### config.mk
export PLATFORM = sky130hd
export DESIGN_NAME = taylor_exp_scaler_flat
export DESIGN_NICKNAME = d
export VERILOG_FILES = /design/src/rtl/taylor_exp_scaler_if.sv /design/src/rtl/taylor_exp_scaler.sv /design/src/flat_wrapper.sv
export SDC_FILE = /design/constraint.sdc
export NUM_CORES = 1
export LEC_CHECK = 0
export ABC_AREA = 0
export BUFFER_PORTS_ARGS = -buffer_cell sky130_fd_sc_hd__buf_2
export CAP_MARGIN = 10
export CORE_MARGIN = 8
export CORE_UTILIZATION = 40
export DETAILED_ROUTE_END_ITERATION = 8
export PLACE_DENSITY = 0.65
export SETUP_SLACK_MARGIN = 0.5
export SLEW_MARGIN = 20
export SYNTH_ARGS = -nofsm -noshare
export SYNTH_HDL_FRONTEND = slang
export SYNTH_SLANG_ARGS = --single-unit
### constraint.sdc
create_clock -name clk -period 11.6 [get_ports clk]
set_clock_uncertainty 0.1 [all_clocks]
set_input_delay 1.74 -clock clk [delete_from_list [all_inputs] [get_ports clk]]
set_output_delay 1.74 -clock clk [all_outputs]
set_load 0.01 [all_outputs]
### src/rtl/taylor_exp_scaler_if.sv
// taylor_exp_scaler_if: start/abort request, operands and result bundle for the exp scaler
interface taylor_exp_scaler_if #(
  parameter int W = 16
);
  logic start, abort, busy, done, ovf;
  logic signed [W-1:0] x, v, exp_out, distance;
  modport master(output start, abort, x, v, input busy, done, ovf, exp_out, distance);
  modport slave(input start, abort, x, v, output busy, done, ovf, exp_out, distance);
endinterface

### src/rtl/taylor_exp_scaler.sv
// taylor_exp_scaler: distance = exp(x)*v from a truncated Taylor series on one shared multiplier
module taylor_exp_scaler #(
  parameter int W = 16,
  parameter int FRAC = 10,
  parameter int NTERMS = 8
) (
  input logic clk,
  input logic asyncRst,
  taylor_exp_scaler_if.slave bus
);
  localparam int NW = $clog2(NTERMS);
  localparam logic signed [W-1:0] ONE = W'(1 << FRAC);
  localparam logic signed [W-1:0] MAXV = {1'b0, {(W-1){1'b1}}};
  localparam logic signed [W-1:0] MINV = {1'b1, {(W-1){1'b0}}};
  typedef enum logic [2:0] {IDLE, MUL_X, MUL_C, ACC, SCALE, DONE} state_t;
  state_t state, next;
  logic signed [W-1:0] xr, vr, term, acc, exp_q, dist_q;
  logic signed [W-1:0] ma, mb, mres, sres;
  logic signed [2*W-1:0] prod, sh;
  logic signed [W:0] sum;
  logic [NW-1:0] n;
  logic ovf_q, mov, sov;
  logic signed [W-1:0] recip [NTERMS];
  for (genvar i = 0; i < NTERMS; i++) begin : g_recip
    assign recip[i] = W'((1 << FRAC) / (i == 0 ? 1 : i));
  end
  // shared multiplier with floor shift and saturation, plus saturating series adder
  always_comb begin
    ma = state == SCALE ? acc : term;
    mb = state == MUL_X ? xr : state == MUL_C ? recip[n] : vr;
    prod = ma * mb;
    sh = prod >>> FRAC;
    mov = !(&sh[2*W-1:W-1] || ~|sh[2*W-1:W-1]);
    mres = mov ? (sh[2*W-1] ? MINV : MAXV) : sh[W-1:0];
    sum = {acc[W-1], acc} + {term[W-1], term};
    sov = sum[W] != sum[W-1];
    sres = sov ? (sum[W] ? MINV : MAXV) : sum[W-1:0];
  end
  // state register
  always_ff @(posedge clk or negedge asyncRst)
    if (!asyncRst) state <= IDLE;
    else state <= next;
  // next-state: abort wins over everything, start only counts in IDLE
  always_comb begin
    next = state;
    if (bus.abort) next = IDLE;
    else
      case (state)
        IDLE: next = bus.start ? MUL_X : IDLE;
        MUL_X: next = MUL_C;
        MUL_C: next = ACC;
        ACC: next = n == NW'(NTERMS - 1) ? SCALE : MUL_X;
        SCALE: next = DONE;
        default: next = IDLE;
      endcase
  end
  // status outputs
  always_comb begin
    bus.busy = state != IDLE;
    bus.done = state == DONE;
  end
  // datapath registers; an abort cycle freezes everything so results survive the cancel
  always_ff @(posedge clk or negedge asyncRst)
    if (!asyncRst) begin
      xr <= '0;
      vr <= '0;
      term <= '0;
      acc <= '0;
      exp_q <= '0;
      dist_q <= '0;
      n <= '0;
      ovf_q <= 1'b0;
    end else if (!bus.abort)
      case (state)
        IDLE:
          if (bus.start) begin
            xr <= bus.x;
            vr <= bus.v;
            term <= ONE;
            acc <= ONE;
            n <= NW'(1);
            ovf_q <= 1'b0;
          end
        MUL_X, MUL_C: begin
          term <= mres;
          ovf_q <= ovf_q | mov;
        end
        ACC: begin
          acc <= sres;
          ovf_q <= ovf_q | sov;
          if (n != NW'(NTERMS - 1)) n <= n + 1'b1;
        end
        SCALE: begin
          dist_q <= mres;
          exp_q <= acc;
          ovf_q <= ovf_q | mov;
        end
        default: ;
      endcase
  assign bus.ovf = ovf_q;
  assign bus.exp_out = exp_q;
  assign bus.distance = dist_q;
endmodule

### src/flat_wrapper.sv
// flat-port wrapper written by rule: the top's interface ports become plain ports
module taylor_exp_scaler_flat 
#(
  parameter int W = 16,
  parameter int FRAC = 10,
  parameter int NTERMS = 8
)
  (clk, asyncRst, bus_start, bus_abort, bus_x, bus_v, bus_busy, bus_done, bus_ovf, bus_exp_out, bus_distance);
  taylor_exp_scaler_if #(.W(W)) bus_i ();
  input logic clk;
  input logic asyncRst;
  input wire logic [$bits(bus_i.start)-1:0] bus_start;
  input wire logic [$bits(bus_i.abort)-1:0] bus_abort;
  input wire logic [$bits(bus_i.x)-1:0] bus_x;
  input wire logic [$bits(bus_i.v)-1:0] bus_v;
  output wire logic [$bits(bus_i.busy)-1:0] bus_busy;
  output wire logic [$bits(bus_i.done)-1:0] bus_done;
  output wire logic [$bits(bus_i.ovf)-1:0] bus_ovf;
  output wire logic [$bits(bus_i.exp_out)-1:0] bus_exp_out;
  output wire logic [$bits(bus_i.distance)-1:0] bus_distance;
  assign bus_i.start = bus_start;
  assign bus_i.abort = bus_abort;
  assign bus_i.x = bus_x;
  assign bus_i.v = bus_v;
  assign bus_busy = bus_i.busy;
  assign bus_done = bus_i.done;
  assign bus_ovf = bus_i.ovf;
  assign bus_exp_out = bus_i.exp_out;
  assign bus_distance = bus_i.distance;
  taylor_exp_scaler #(.W(W), .FRAC(FRAC), .NTERMS(NTERMS)) u_core (.clk(clk), .asyncRst(asyncRst), .bus(bus_i));
endmodule
==> out/summary.txt <==
Clock Sink Count - 103
Post-synthesis average cell area - 8.79 um^2
CTS Hold Bufs - 0
Number of flops mapped to enable cells by yosys - 0
Synth Flop Type - dfrtp_1
Grt ovf - 0
Starting DRT DRC Count - 1099
Root Buffer - clkbuf_16
Die X - 217 um
Post-Place Worst Slack - 2.30 ns
Port Buffers - 70
DRC violations left - 0
WL/cell - 19.1 um
CTS max path bufs - 2
Layout fillers - 3957
Post-synth ARST share - 100%
Initial Utilization - 40.6%
Final net count - 2268
Detailed Route WL - 45.8 mm
Final HPWL DP - 38.1 mm
Top cell type by total area after synthesis - fa_1
Arr. time, crit path - 9.65 ns
Htree depth - 3
Layout cell share with drive strength beyond 1 - 9.82%
Inserted Clock Buffers - 9
Max_cap viols - 0
RSZ-0062 raised after global routing - false
Antenna fix cells - 0
Final hold violations - 0
Status - finished clean
Clk Latency, worst-skew pair - 0.39 ns
Fin crit share - 82.0%
Antenna-violating nets left - 0
Vias per cell - 5.39
Class of the most critical hold timing path - flip-flop to flip-flop
Final core occ - 43.5%
FMAX - 105 MHz
Worst Tran Pin Value - 1.09 ns
Min Tclk post-route - 9.51 ns
CP required - 11.74 ns
Crit path kind - flip-flop to flip-flop
Initial antenna violation count - 0
DR pass1 iterations - 5
# resized after CTS - 0
Placer Congestion - 0.958
Rows - 73
Top-area cell type share of the netlist area - 32.5%
CP Launch Type - flip-flop
CP endpoint kind - flip-flop
Reg2Reg Depth - 27
Slew headroom - 25.2%
Mapped Area - 0.0162 mm^2
CTS tree - yes
Post-synthesis instance total - 1839
Largest net degree at the start of global routing - 56
Ys Warns - 0
Max Slew Vio Count - 0
TNS Setup - 0 ns
Final worst slack - 2.09 ns
Area grow syn2layout - 7.31%
Post-CTS setup buffers - 0
Final Instance Area - 0.0173 mm^2
GRT Overall Usage - 20.2%
Hold path depth - 2
# IOs - 71
Crit-path max FO - 19
Seq/Total Area, Yosys - 15.9%
Vias in the first global route - 13400
Final setup vio count - 0
#FFs+latches synth - 103
Yosys cell types - 85
DP Area - 0.0170 mm^2
Core area - 0.0398 mm^2
First-pass GRT wire length - 75.3 mm
Die area - 0.0471 mm^2
Die extent in y - 217 um
Top cells by area, synth - fa_1 32%, dfrtp_1 16%, ha_1 7.9%, nand2_1 7.8%, inv_1 7.6%
Routed vias - 12900
Clk slew on worst S/H paths - 0.08 ns
Post-Syn Nets - 2239
## synth_stat cells (5+ instances only)
cell type  instances
nand2_1          334
inv_1            328
fa_1             262
nor2_1           157
dfrtp_1          103
ha_1             102
clkbuf_1          63
o21ai_0           52
a21oi_1           51
mux2_2            34
xnor2_1           28
nor3_1            27
a21o_1            23
mux2i_1           22
o21ai_1           16
and2_1            13
a22oi_1           11
nand3_1           11
o31ai_1           11
nand2b_1          10
o211ai_1          10
a211oi_1           9
a22o_1             8
nor2b_1            8
a31oi_1            7
and3_1             6
o21bai_1           6
xor2_1             6
buf_6              5
nand4_1            5
o31ai_2            5
## worst paths after layout
path / slack (ns) / endpoint / startpoint
hold / removal: 0.37 / u_core.bus.exp_out[13] / u_core.bus.exp_out[13]
hold reg to reg: 0.37 / u_core.bus.exp_out[13] / u_core.bus.exp_out[13]
max in group asynchronous: 9.00 / u_core.xr[10] / asyncRst
setup / recovery: 2.09 / u_core.term[5] / u_core.state[1]
min in group asynchronous: 1.30 / u_core.acc[10] / asyncRst
setup reg to reg: 2.09 / u_core.term[5] / u_core.state[1]
## cells in the final DEF (no fill, tap or decap), drive strengths merged, types with 9 or more instances in the layout
master	instances
mux2	34
a22oi	12
mux2i	22
o31ai	17
inv	333
ha	102
a21oi	52
and2	14
nand2b	10
fa	262
nor3	27
a211oi	9
nand2	334
nand3	11
xnor2	28
dfrtp	103
clkbuf	11
o21ai	70
buf	88
nor2	159
a21o	23
o211ai	16
## stage by stage
step           std cells  hold WS (ns)
2_1_floorplan       1839         0.379
3_3_place_gp        2381         0.355
3_5_place_dp        2381         0.358
4_1_cts             2397         0.377
5_1_grt             2398         0.398
6_report            2398         0.373
## area by class of cell
class	instances	area (um^2)	share of cell area [%]
inverter	329	1230	7.12
timing repair buffer	89	495	2.86
sequential	103	2580	14.9
multi-input combinational	1336	12100	69.6
clock inverter	6	86.3	0.498
clock buffer	10	229	1.32
tap	525	657	3.79
## sequential cells by signal (all words and copies together), names as in the netlist
register / flops
u_core.n: 3
u_core.vr: 16
u_core.bus.exp_out: 16
u_core.term: 16
u_core.bus.distance: 16
u_core.acc: 16
u_core.xr: 16
u_core.state: 3
u_core.bus.ovf: 1
## worst max-delay path, stage by stage, from the launching register on
cell and delay (ns):
dfrtp_1 0.69, inv_1 0.18, nor2_1 0.20, nand2_1 0.20
nor3_1 0.30, a221o_1 0.66, nand2_1 0.18, fa_1 0.56
inv_1 0.05, fa_1 0.51, inv_1 0.07, fa_1 0.53
inv_1 0.05, fa_1 0.47, fa_1 0.49, inv_1 0.05
fa_1 0.50, inv_1 0.05, ha_1 0.53, nand4_1 0.28
nor3_1 0.32, nand3_1 0.21, o2111ai_1 0.30, a311oi_1 0.18
xnor2_2 0.76, nor3_1 0.14, a31oi_2 0.56, a22oi_1 0.19
## logic make-up after synthesis
logic type	synth area share (%)
buf+inv	9.59
compound gates	12.4
flops	15.9
fa+ha+maj	40.5
simple gates	16.0
xor+xnor	1.84
mux	3.73
## routing by layer
| metal | share of wire (%) | GRT usage (%) | routed length [um] |
|---|---|---|---|
| met4 | 2.8 | 6.24 | 1300 |
| met5 | 0 | 0 | 0 |
| met3 | 8.1 | 4.08 | 3720 |
| met1 | 45 | 28.6 | 20400 |
| met2 | 44 | 30.8 | 20300 |
Power is not shown: default switching activity piles up to over one toggle a cycle in this logic, so the estimate is an artifact.
